[config.mk]
export PLATFORM = sky130hd
export DESIGN_NAME = text_buffer_writer
export DESIGN_NICKNAME = d
export VERILOG_FILES = /design/src/rtl/text_buffer_writer.sv
export SDC_FILE = /design/constraint.sdc
export NUM_CORES = 1
export LEC_CHECK = 0
export ABC_CLOCK_PERIOD_IN_PS = 4300
export CORE_ASPECT_RATIO = 1.1
export CORE_MARGIN = 1
export CORE_UTILIZATION = 55
export CTS_CLUSTER_SIZE = 25
export DETAILED_ROUTE_END_ITERATION = 16
export GPL_ROUTABILITY_DRIVEN = 0
export PLACE_DENSITY = 0.75
export SYNTH_ARGS = -nofsm -noshare
export SYNTH_HDL_FRONTEND = slang
export SYNTH_SLANG_ARGS = --single-unit
export TNS_END_PERCENT = 100
[constraint.sdc]
create_clock -name clk -period 4.3 [get_ports clk]
set_input_delay 0.43 -clock clk [delete_from_list [all_inputs] [get_ports clk]]
set_output_delay 0.43 -clock clk [all_outputs]
set_load 0.02 [all_outputs]
[src/rtl/text_buffer_writer.sv]
// Character RAM for a 4x16 text display: takes keyboard characters, keeps the cursor,
// handles backspace/enter/wrap/scroll, and serves a registered read port to the LCD driver.
module text_buffer_writer #(
    parameter logic [7:0] FILL_CHAR = 8'h20,
    parameter logic [7:0] BS_CODE   = 8'h08,
    parameter logic [7:0] CR_CODE   = 8'h0D
) (
    input  logic       clk,
    input  logic       rst_n,
    input  logic       char_valid,
    input  logic [7:0] char_data,
    output logic       char_ready,
    input  logic [5:0] rd_addr,
    output logic [7:0] rd_data,
    output logic [5:0] cursor,
    output logic       busy
);

    typedef enum logic [1:0] {
        CLEAR,
        IDLE,
        SCROLL_COPY,
        SCROLL_FILL
    } state_t;

    state_t     state_q, state_d;
    logic [5:0] idx_q, idx_d;
    logic [5:0] cursor_q, cursor_d;

    logic       we;
    logic [5:0] wa;
    logic [7:0] wd;

    logic [7:0] ram [64];

    logic printable;
    logic accept;

    assign printable  = (char_data >= 8'h20) && (char_data <= 8'h7E);
    assign char_ready = (state_q == IDLE);
    assign busy       = (state_q != IDLE);
    assign accept     = char_valid && char_ready;
    assign cursor     = cursor_q;

    always_ff @(posedge clk or negedge rst_n) begin
        if (!rst_n) begin
            state_q  <= CLEAR;
            idx_q    <= '0;
            cursor_q <= '0;
        end else begin
            state_q  <= state_d;
            idx_q    <= idx_d;
            cursor_q <= cursor_d;
        end
    end

    always_comb begin
        state_d  = state_q;
        idx_d    = idx_q;
        cursor_d = cursor_q;
        we       = 1'b0;
        wa       = idx_q;
        wd       = FILL_CHAR;
        case (state_q)
            CLEAR: begin
                we    = 1'b1;
                idx_d = idx_q + 6'd1;
                if (idx_q == 6'd63) state_d = IDLE;
            end
            IDLE: begin
                if (accept) begin
                    if (printable) begin
                        we = 1'b1;
                        wa = cursor_q;
                        wd = char_data;
                        if (cursor_q == 6'd63) begin
                            state_d = SCROLL_COPY;
                            idx_d   = '0;
                        end else begin
                            cursor_d = cursor_q + 6'd1;
                        end
                    end else if (char_data == BS_CODE) begin
                        if (cursor_q != 6'd0) begin
                            cursor_d = cursor_q - 6'd1;
                            we       = 1'b1;
                            wa       = cursor_q - 6'd1;
                        end
                    end else if (char_data == CR_CODE) begin
                        if (cursor_q[5:4] != 2'd3) begin
                            cursor_d = {cursor_q[5:4] + 2'd1, 4'h0};
                        end else begin
                            state_d = SCROLL_COPY;
                            idx_d   = '0;
                        end
                    end
                end
            end
            SCROLL_COPY: begin
                // Ascending copy reads idx+16, which this pass has not yet overwritten
                we    = 1'b1;
                wd    = ram[idx_q + 6'd16];
                idx_d = idx_q + 6'd1;
                if (idx_q == 6'd47) state_d = SCROLL_FILL;
            end
            SCROLL_FILL: begin
                we    = 1'b1;
                idx_d = idx_q + 6'd1;
                if (idx_q == 6'd63) begin
                    cursor_d = 6'd48;
                    state_d  = IDLE;
                end
            end
            default: state_d = CLEAR;
        endcase
    end

    always_ff @(posedge clk) begin
        if (we) ram[wa] <= wd;
    end

    always_ff @(posedge clk or negedge rst_n) begin
        if (!rst_n) rd_data <= '0;
        else        rd_data <= ram[rd_addr];
    end

endmodule
==> results of run 1 <==
report_power, final:
group	leakage (nW)	total (mW)	switching (mW)	internal (mW)
logic	3.77	5.22	3.07	2.15
registers	5.05	6.39	0.324	6.06
clock network	0.841	4.57	1.93	2.65
registers in the layout, indices dropped and copies added (netlist names):
register	cells
state_q	2
rd_data	8
cursor	6
ram	512
idx_q	6
cell usage after synthesis, types with 2 or more instances:
cell,number,share of area
a2111oi_0,3,0.0010
a211o_1,3,0.0010
a211oi_1,11,0.0032
a21boi_0,2,0.00058
a21oi_1,30,0.0058
a221o_1,7,0.0027
a221oi_1,5,0.0017
a22oi_1,21,0.0061
a31oi_1,2,0.00048
and2_1,6,0.0015
and3_1,3,0.00073
and4_1,2,0.00068
buf_1,8,0.0012
buf_2,29,0.0056
buf_4,13,0.0038
clkbuf_1,48,0.0070
dfrtp_1,22,0.021
edfxtp_1,512,0.60
ha_1,11,0.0053
inv_1,13,0.0019
mux2_2,6,0.0026
mux2i_1,83,0.032
mux4_2,253,0.22
nand2_1,46,0.0067
nand2b_1,4,0.00097
nand3_1,24,0.0047
nand3b_1,6,0.0017
nand4_1,13,0.0032
nand4b_1,4,0.0014
nor2_1,55,0.0080
nor2b_1,9,0.0022
nor3_1,34,0.0066
nor3b_1,7,0.0020
nor4_1,2,0.00048
o211ai_1,6,0.0017
o21a_1,4,0.0012
o21ai_0,28,0.0054
o221ai_1,25,0.0085
o22ai_1,14,0.0034
o31ai_1,7,0.0020
or2_2,4,0.00097
xnor2_1,2,0.00068
cell type report:
type	instances	area, µm²	share of cell area
well taps	588	735.7	0.02524
repair buffers	147	1338	0.04589
flip-flops and latches	534	15930	0.5467
clock inverters	27	284.0	0.009745
multi-input cells	772	9382	0.3219
clock buffers	66	1425	0.04889
inverters	13	48.80	0.001674
metal layers:
metal / track usage / up-vias / part of all wire
li1: - / 6286 / -
met1: 0.4176 / 8075 / 0.37
met2: 0.4761 / 1131 / 0.48
met3: 0.05430 / 173 / 0.11
met4: 0.1157 / 0 / 0.041
met5: 0 / - / 0
cell families after synthesis:
| group | after synthesis |
|---|---|
| DFF | 534 |
| muxes | 342 |
| and+or+nand+nor | 228 |
| AOI/OAI and AO/OA | 188 |
| buffers and inverters | 112 |
| adders and majority gates | 11 |
| xor gates and xnor gates | 3 |
per-stage QoR:
step | setup slack (ns) | cell area, µm²
floorplan | 0.1004 | 25790
global placement | 0.4807 | 27440
detailed placement | 0.4378 | 27440
CTS | 0.6947 | 29150
global route | 0.2741 | 29150
finish | 0.4855 | 29150
path summary, 6_finish.rpt:
| check | cells past startpoint | slack, ns | end | start |
|---|---|---|---|---|
| hold reg to reg | 2 | 0.55 | state_q[1] | state_q[1] |
| setup / recovery | 9 | 0.49 | ram[34][2] | cursor[0] |
| max in group asynchronous | 2 | 3.73 | idx_q[1] | rst_n |
| min in group clk | 2 | 0.55 | state_q[1] | state_q[1] |
| setup reg to reg | 9 | 0.49 | ram[34][2] | cursor[0] |
| hold / removal | 2 | 0.24 | cursor[1] | rst_n |
worst max-delay path, stage by stage, from the launching register on:
cell	delay, ns
dfrtp_1	0.46
inv_1	0.21
ha_1	0.27
nor3b_1	0.35
nand2_1	0.09
a2111oi_1	0.73
or3b_1	0.46
nand4_1	0.47
nor2_1	0.27
buf_4	0.21
==> load_flow_metrics.sql, run 1 <==
INSERT INTO impl_metrics (metric_group, metric, value, unit) VALUES
('run_status', 'run_status', 'complete, no violations', ''),
('final_layout', 'net_count_final', '1547', ''),
('detailed_routing', 'drt-wirelength-per-cell', '32.74', 'µm'),
('detailed_routing', 'via_count', '15665', ''),
('cts', 'clk_transition_reported_paths', '0.06', 'ns'),
('flow_run', 'cap_viol_max_count', '0', ''),
('worst_setup_path', 'worst-setup-path-type', 'register to register', ''),
('worst_setup_path', 'kind_of_start_point_of_the_critical_path', 'register', ''),
('final_layout', 'nFillCells', '3077', ''),
('detailed_routing', 'drt-vias-per-instance', '7.296', ''),
('die', 'core', '0.04596', 'mm²'),
('synthesis', 'synth_mux_area_frac', '0.2557', ''),
('sta', 'timing_max_transition_violations_final', '0', ''),
('synthesis', 'post_synth_design_cell_area', '0.02579', 'mm²'),
('cts', 'max-clock-path-buffers', '3', ''),
('die', 'die_h', '229.1', 'µm'),
('pwr', 'leakage', '9.663', 'nW'),
('final_layout', 'commonest_non_fill_non_tap_cell_in_the_layout', 'edfxtp_1', ''),
('synthesis', 'synth_top_family_by_area', 'multiplexers', ''),
('synthesis', 'syn_area_per_cell', '18.19', 'µm²'),
('detailed_routing', 'drtIter0Drc', '2218', ''),
('sta', 'layout_min_cycle_time', '3.814', 'ns'),
('final_layout', 'insertedDiodeCount', '0', ''),
('sta', 'holdWs', '0.2386', 'ns'),
('detailed_routing', 'detail-route-antenna-nets', '0', ''),
('synthesis', 'most_instantiated_flip_flop_cell_in_the_synthesis_netlist', 'edfxtp_1', ''),
('detailed_routing', 'detailed_router_iteration_count_before_antenna_repair', '6', ''),
('final_layout', 'flow.area_growth_from_synthesis', '12.99', '%'),
('worst_setup_path', 'critPathRequiredTime', '4.58', 'ns'),
('grt', 'first_global_vias', '15663', ''),
('synthesis', 'ys_types', '73', ''),
('detailed_routing', 'routed_wirelength', '70300', 'µm'),
('sta', 'finalHoldViolations', '0', ''),
('synthesis', 'netlist_instances', '1418', ''),
('grt', 'antenna_violations_before_repair', '0', ''),
('synthesis', 'synth-seq-cells', '534', ''),
('cts', 'post_cts_resized', '0', ''),
('final_layout', 'fraction_of_final_layout_cells_sized_beyond_drive_strength_1', '0.3143', ''),
('cts', 'post-cts-setup-buffers', '0', ''),
('die', 'initial_core_util', '0.5612', ''),
('cts', 'clkLatencyLatePin', '0.59', 'ns'),
('detailed_routing', 'drt_drc_violations_left', '0', ''),
('synthesis', 'adder_and_majority_gate_portion_of_the_synthesized_area', '0.005336', ''),
('sta', 'maximum_achievable_frequency', '262.2', 'MHz'),
('final_layout', 'utilization', '0.6341', ''),
('sta', 'slew-limit-headroom', '0.2321', ''),
('die', 'placement_rows', '82', ''),
('sta', 'tns', '0', 'ns'),
('synthesis', 'synth_warn', '0', ''),
('pwr', 'irDropWorstVdd', '0.0003572', 'V'),
('synthesis', 'xor_xnor_fraction_of_synth_area', '0.001019', ''),
('grt', 'global_route.usage.total', '0.3000', ''),
('cts', 'cts.sinks', '534', ''),
('placed_design', 'post-dp-hpwl', '45570', 'µm'),
('synthesis', 'synth_edf_count', '512', ''),
('hold_path', 'hp-class', 'primary input to async pin', ''),
('worst_setup_path', 'crit_fanout', '12', ''),
('synthesis', 'synth_seq_area_share', '0.6174', ''),
('final_layout', 'final-instance-count-excl-fill', '2147', ''),
('grt', 'grt_remaining_overflow', '0', ''),
('synthesis', 'synth_compound_area_frac', '0.05447', ''),
('cts', 'htree_levels', '2', ''),
('placed_design', 'place.port_buffers', '32', ''),
('sta', 'finalClockSkew', '0.01597', 'ns'),
('die', 'design.portCount', '33', ''),
('cts', 'cts_hold_repair.buffers', '0', ''),
('grt', 'pin_count_of_the_biggest_net_entering_global_routing', '69', ''),
('synthesis', 'async_s_r_ff_share_synth', '0.04120', ''),
('worst_setup_path', 'cp_data_arrival_time', '4.10', 'ns'),
('worst_setup_path', 'critical_path.endpoint_type', 'register', ''),
('die', 'floorplan.die_area', '0.04777', 'mm²');
(Power assumes the default switching activity.)
==> run 2: changes to the inputs <==
Settings changed: ABC_CLOCK_PERIOD_IN_PS 4300 to 4640, CTS_CLUSTER_DIAMETER set to 120, PLACE_DENSITY 0.75 to 0.72.
Clock period 4.3 ns to 4.64 ns, I/O delays scaled along.
==> run 2 against run 1 <==
Against the previous run:
- first-iteration DRC count increased by 6.3%
- non-clock buffer count decreased by 12
- cell count decreased by 2.7%
- clock skew increased by 0.011 ns
- routed wire length increased by 1.3%
- clock-buffer cell count decreased by 22
- sequential share of layout area increased by 2.3 points
- largest cell class unchanged
==> load_flow_metrics.sql, run 2 (synthesis results as in run 1) <==
INSERT INTO impl_metrics (metric_group, metric, value, unit) VALUES
('final_layout', 'number_of_flip_flops_under_the_largest_register_name', '512', ''),
('sta', 'rsz_0062_raised_after_global_routing', 'false', ''),
('flow_run', 'cap_viol_max_count', '0', ''),
('sta', 'worst_pin_slew', '1.084', 'ns'),
('cts', 'post_cts_resized', '0', ''),
('cts', 'cts_hold_repair.buffers', '0', ''),
('grt', 'pin_count_of_the_biggest_net_entering_global_routing', '66', ''),
('cts', 'post-cts-setup-buffers', '0', ''),
('worst_setup_path', 'crit_path_max_incr_delay', '0.58', 'ns'),
('detailed_routing', 'drt_drc_violations_left', '0', ''),
('sta', 'final_period_util', '0.8386', ''),
('cts', 'clk_transition_reported_paths', '0.11', 'ns'),
('worst_setup_path', 'critPathRequiredTime', '4.95', 'ns'),
('cts', 'tritoncts', 'yes', ''),
('cts', 'cts_root_buffer', 'clkbuf_16', ''),
('sta', 'slew-limit-headroom', '0.2771', ''),
('sta', 'final-setup-viol-count', '0', ''),
('die', 'die_h', '229.1', 'µm'),
('grt', 'global_route.usage.total', '0.3055', ''),
('detailed_routing', 'via_count', '15423', ''),
('worst_setup_path', 'crit_fanout', '12', ''),
('pwr', 'leakage', '9.075', 'nW'),
('grt', 'first_global_vias', '15341', ''),
('die', 'design.portCount', '33', ''),
('final_layout', 'largest_register', 'ram', ''),
('final_layout', 'insertedDiodeCount', '0', ''),
('sta', 'maximum_achievable_frequency', '257.0', 'MHz'),
('final_layout', 'commonest_non_fill_non_tap_cell_in_the_layout', 'edfxtp_1', ''),
('run_status', 'run_status', 'complete, no violations', ''),
('cts', 'inserted_clock_buffers', '25', ''),
('grt', 'grt_remaining_overflow', '0', ''),
('placed_design', 'post-dp-hpwl', '47750', 'µm'),
('cts', 'cts.sinks', '534', ''),
('sta', 'finalHoldViolations', '0', ''),
('sta', 'tns', '0', 'ns'),
('pwr', 'power_density', '474.3', 'mW/mm²'),
('final_layout', 'utilization', '0.6090', ''),
('detailed_routing', 'detailed_router_iteration_count_before_antenna_repair', '8', ''),
('grt', 'grt_pass1_wl', '104900', 'µm'),
('final_layout', 'fraction_of_final_layout_cells_sized_beyond_drive_strength_1', '0.2813', ''),
('detailed_routing', 'detail-route-antenna-nets', '0', ''),
('die', 'floorplan.die_area', '0.04777', 'mm²'),
('worst_setup_path', 'cp_data_arrival_time', '4.20', 'ns'),
('detailed_routing', 'drt-vias-per-instance', '7.386', ''),
('die', 'floorplan.die.width', '208.5', 'µm'),
('final_layout', 'fin_area', '0.02799', 'mm²'),
('final_layout', 'final_cell_mix', '512 x edfxtp_1, 253 x mux4_2, 97 x buf_4, 83 x mux2i_1, 55 x nor2_1', ''),
('final_layout', 'biggestRegsByFlops', 'ram (512), rd_data (8)', ''),
('worst_setup_path', 'kind_of_start_point_of_the_critical_path', 'register', ''),
('final_layout', 'flow.area_growth_from_synthesis', '8.527', '%'),
('detailed_routing', 'drtIter0Drc', '2358', ''),
('pwr', 'irDropWorstVdd', '0.0003275', 'V'),
('die', 'placement_rows', '82', ''),
('placed_design', 'place.port_buffers', '32', ''),
('worst_setup_path', 'worst-setup-path-type', 'register to register', ''),
('die', 'initial_core_util', '0.5612', ''),
('hold_path', 'hp-class', 'primary input to async pin', ''),
('sta', 'finalClockSkew', '0.02673', 'ns'),
('worst_setup_path', 'path_delay_family', 'simple AND/OR/NAND/NOR gates', ''),
('detailed_routing', 'routed_wirelength', '71210', 'µm'),
('sta', 'layout_min_cycle_time', '3.891', 'ns'),
('die', 'core', '0.04596', 'mm²'),
('grt', 'antenna_violations_before_repair', '2', ''),
('worst_setup_path', 'critical_path.endpoint_type', 'register', ''),
('worst_setup_path', 'cp_cell_sequence', 'inv_1 > ha_1 > nor3b_1 > or2_2 > a2111oi_1 > or3b_1 > nand4_1 > nor2_1 > buf_4', ''),
('cts', 'clkLatencyLatePin', '0.60', 'ns'),
('placed_design', 'cell_area_after_placement', '0.02727', 'mm²'),
('worst_setup_path', 'worstPathBufferInverterCount', '2', ''),
('cts', 'max-clock-path-buffers', '3', ''),
('detailed_routing', 'drt-wirelength-per-cell', '34.10', 'µm'),
('final_layout', 'net_count_final', '1509', ''),
('cts', 'htree_levels', '1', ''),
('worst_setup_path', 'worst_path_slowest_cell', 'a2111oi_1', ''),
('sta', 'timing_max_transition_violations_final', '0', '');
[run 2: cell types whose count changed in the layout (fill, tap and decap cells not counted), sizes merged]
cell / change
clkinv: -17
bufinv: -5
buf: -12
clkinvlp: -3
clkbuf: -22
[run 2: final cells by class]
cell class / instances / area (µm²)
Clock inverter: 2 / 25.02
Sequential cell: 534 / 15930
Inverter: 13 / 48.80
Tap cell: 588 / 735.7
Fill cell: 3251 / 17970
Clock buffer: 44 / 696.9
Timing Repair Buffer: 135 / 1172
Multi-Input combinational cell: 772 / 9382
[run 2: where the power goes]
group	switching (mW)	leakage (nW)	internal, mW	total (mW)
registers	0.283	5.05	5.61	5.89
logic	2.90	3.69	1.96	4.86
clock network	1.48	0.342	1.04	2.52
total	4.67	9.07	8.61	13.3
[run 2: path summary, 6_finish.rpt]
check | endpoint | slack, ns | startpoint | depth (start not counted)
worst min register to register | state_q[1] | 0.56 | state_q[1] | 2
worst min-delay path | cursor[3] | 0.25 | rst_n | 2
min in group clk | state_q[1] | 0.56 | state_q[1] | 2
max in group asynchronous | idx_q[1] | 4.06 | rst_n | 2
worst max-delay path | ram[34][0] | 0.75 | cursor[0] | 9
worst max register to register | ram[34][0] | 0.75 | cursor[0] | 9
[run 2: metrics by stage]
stage          std cells  power [mW]  hold slack, ns  setup slack, ns
2_1_floorplan       1418       9.100          0.1684           0.4404
3_3_place_gp        2042       10.68          0.5234           0.6112
3_5_place_dp        2042       10.76          0.5302           0.5930
4_1_cts             2088       13.22          0.2491           0.9134
5_1_grt             2088       13.69          0.2797           0.5536
6_report            2088       13.28          0.2539           0.7488
[run 2: routing by layer]
layer,part of all wire,track usage
met1,0.37,0.4226
met2,0.48,0.4861
met3,0.11,0.06047
met4,0.041,0.1134
met5,0.00039,0
[run 2: worst reg2reg max path: stages (launching register included)]
cell	delay (ns)
dfrtp_1	0.51
inv_1	0.19
ha_1	0.29
nor3b_1	0.18
or2_2	0.30
a2111oi_1	0.58
or3b_1	0.51
nand4_1	0.53
nor2_1	0.29
buf_4	0.22
==> run 3: changes to the inputs <==
Settings changed: ABC_CLOCK_PERIOD_IN_PS 4640 to 3900.
Clock period 4.64 ns to 3.9 ns, I/O delays scaled along.
==> run 3 against run 2 <==
Against the previous run:
- first-iteration DRC count is 11% lower
- cell count is 1.5% higher
- via count is 0.90% lower
- die area stayed put
- critical path depth is 1 lower
- clock power is 19% higher
- critical path type unchanged
- critical endpoint is now ram[47][7]
- largest power group unchanged
==> load_flow_metrics.sql, run 3 (synthesis results as in run 1) <==
INSERT INTO impl_metrics (metric_group, metric, value, unit) VALUES
('sta', 'maximum_achievable_frequency', '272.3', 'MHz'),
('die', 'floorplan.die.width', '208.5', 'µm'),
('detailed_routing', 'drt-wirelength-per-cell', '32.71', 'µm'),
('detailed_routing', 'drt-vias-per-instance', '7.213', ''),
('sta', 'finalHoldViolations', '0', ''),
('placed_design', 'pre_cts_ws', '0.1847', 'ns'),
('placed_design', 'post-dp-hpwl', '47360', 'µm'),
('sta', 'rsz_0062_raised_after_global_routing', 'false', ''),
('worst_setup_path', 'worst-setup-path-type', 'register to register', ''),
('die', 'initial_core_util', '0.5612', ''),
('detailed_routing', 'via_count', '15284', ''),
('worst_setup_path', 'ff2ff_setup_slack', '0.23', 'ns'),
('cts', 'htree_levels', '1', ''),
('pwr', 'leakage', '9.275', 'nW'),
('pwr', 'cellInternalPower', '10.39', 'mW'),
('grt', 'pin_count_of_the_biggest_net_entering_global_routing', '65', ''),
('worst_setup_path', 'worst_path_slowest_cell', 'nor2_1', ''),
('sta', 'tns', '0', 'ns'),
('worst_setup_path', 'regToRegStartpoint', 'cursor[1]', ''),
('cts', 'clk_transition_reported_paths', '0.11', 'ns'),
('final_layout', 'largest_register', 'ram', ''),
('flow_run', 'cap_viol_max_count', '0', ''),
('pwr', 'p_comb_frac', '0.372', ''),
('cts', 'cts_hold_repair.buffers', '0', ''),
('final_layout', 'insertedDiodeCount', '0', ''),
('grt', 'antenna_violations_before_repair', '0', ''),
('worst_setup_path', 'crit_end', 'ram[47][7]', ''),
('sta', 'final_period_util', '0.9415', ''),
('final_layout', 'nFillCells', '3249', ''),
('die', 'core', '0.04596', 'mm²'),
('worst_setup_path', 'cp_cell_sequence', 'inv_1 > ha_1 > nor3b_1 > nand2_1 > a2111oi_1 > or3b_1 > nand3_1 > nor2_1', ''),
('die', 'floorplan.die_area', '0.04777', 'mm²'),
('final_layout', 'biggestRegsByFlops', 'ram (512), rd_data (8)', ''),
('worst_setup_path', 'r2r-end', 'ram[47][7]', ''),
('grt', 'grt_pass1_wl', '102000', 'µm'),
('pwr', 'power_density', '560.3', 'mW/mm²'),
('worst_setup_path', 'setup.worst_path.start', 'cursor[1]', ''),
('grt', 'first_global_vias', '14961', ''),
('grt', 'grt_remaining_overflow', '0', ''),
('worst_setup_path', 'crit_path_max_incr_delay', '0.69', 'ns'),
('worst_setup_path', 'cp_data_arrival_time', '3.89', 'ns'),
('pwr', 'switching_share', '0.3460', ''),
('cts', 'clkLatencyLatePin', '0.61', 'ns'),
('cts', 'cts_root_buffer', 'clkbuf_16', ''),
('sta', 'finalClockSkew', '0.05182', 'ns'),
('final_layout', 'commonest_non_fill_non_tap_cell_in_the_layout', 'edfxtp_1', ''),
('final_layout', 'fraction_of_final_layout_cells_sized_beyond_drive_strength_1', '0.2959', ''),
('final_layout', 'final_cell_mix', '512 x edfxtp_1, 253 x mux4_2, 119 x buf_4, 83 x mux2i_1, 55 x nor2_1', ''),
('placed_design', 'place.port_buffers', '32', ''),
('detailed_routing', 'drtIter0Drc', '2108', ''),
('cts', 'tritoncts', 'yes', ''),
('cts', 'cts.sinks', '534', ''),
('sta', 'layout_min_cycle_time', '3.672', 'ns'),
('sta', 'final-setup-viol-count', '0', ''),
('pwr', 'seqPwrFrac', '0.439', ''),
('pwr', 'share_clk_of_total_power', '0.188', ''),
('sta', 'final_critical_path_setup_slack', '0.2280', 'ns'),
('run_status', 'run_status', 'complete, no violations', ''),
('final_layout', 'flow.area_growth_from_synthesis', '9.886', '%'),
('die', 'die_h', '229.1', 'µm'),
('pwr', 'switching_power_of_the_nets', '5.496', 'mW'),
('sta', 'worst_pin_slew', '1.069', 'ns'),
('worst_setup_path', 'kind_of_start_point_of_the_critical_path', 'register', ''),
('die', 'design.portCount', '33', ''),
('worst_setup_path', 'critical_path.endpoint_type', 'register', ''),
('pwr', 'irDropWorstVdd', '0.0003444', 'V'),
('detailed_routing', 'detail-route-antenna-nets', '0', ''),
('die', 'placement_rows', '82', ''),
('worst_setup_path', 'crit_fanout', '12', ''),
('detailed_routing', 'routed_wirelength', '69310', 'µm'),
('sta', 'slew-limit-headroom', '0.2861', ''),
('final_layout', 'net_count_final', '1541', ''),
('detailed_routing', 'drt_drc_violations_left', '0', ''),
('sta', 'timing_max_transition_violations_final', '0', ''),
('sta', 'holdWs', '0.1549', 'ns'),
('worst_setup_path', 'r2r.worst_path.cells', '8', ''),
('hold_path', 'hp-class', 'primary input to async pin', ''),
('final_layout', 'number_of_flip_flops_under_the_largest_register_name', '512', ''),
('cts', 'post_cts_resized', '0', ''),
('grt', 'global_route.usage.total', '0.2966', ''),
('cts', 'inserted_clock_buffers', '25', ''),
('cts', 'post-cts-setup-buffers', '0', ''),
('detailed_routing', 'detailed_router_iteration_count_before_antenna_repair', '5', ''),
('worst_setup_path', 'critPathRequiredTime', '4.12', 'ns'),
('cts', 'max-clock-path-buffers', '3', '');
-- run 3: metrics by stage --
stage          instances  utilization  instance area [µm²]  total power [mW]
2_1_floorplan       1418            -                25840             10.88
3_3_place_gp        2074       0.6012                27630             12.84
3_5_place_dp        2074       0.6012                27630             12.90
4_1_cts             2119       0.6167                28340             15.81
5_1_grt             2119       0.6167                28340             16.43
6_report            2119       0.6167                28340             15.88
-- run 3: how the worst min path moves through the flow --
stage                       endpoint  slack, ns  cells after the start
after CTS                  cursor[0]       0.17                      1
after global placement    state_q[1]       0.52                      2
after global routing       cursor[0]       0.20                      1
final                      cursor[0]       0.15                      1
after detailed placement  state_q[1]       0.54                      2
after floorplan            cursor[0]       0.09                      0
-- run 3: final cells by class --
cell class | instances | area (µm²) | share of cell area
sequential | 534 | 15930 | 0.5622
multi-input combinational | 772 | 9384 | 0.3311
timing repair buffer | 167 | 1529 | 0.05394
tap | 588 | 735.7 | 0.02596
clock buffer | 44 | 696.9 | 0.02459
inverter | 13 | 48.80 | 0.001722
clock inverter | 1 | 16.27 | 0.0005738
-- run 3: layer usage --
layer / GRT usage / routed length, µm
met5: 0 / 0
met1: 0.4304 / 27000
met4: 0.08356 / 2168
met3: 0.04881 / 6811
met2: 0.4697 / 33330
-- run 3: power by group through the flow --
stage               Combinational (mW)  Sequential [mW]  Clock (mW)
floorplan                         3.92             6.96           0
global placement                  5.77             7.07           0
detailed placement                5.80             7.10           0
CTS                               5.82             6.97        3.02
global route                      6.20             7.02        3.21
finish                            5.91             6.98        2.99
-- run 3: critical path, delay by kind of cell (launching register included) --
kind	cells	cell delay [ns]
compound gates	1	0.65
simple gates	5	1.74
flops	1	0.45
buf+inv	1	0.17
fa+ha+maj	1	0.26
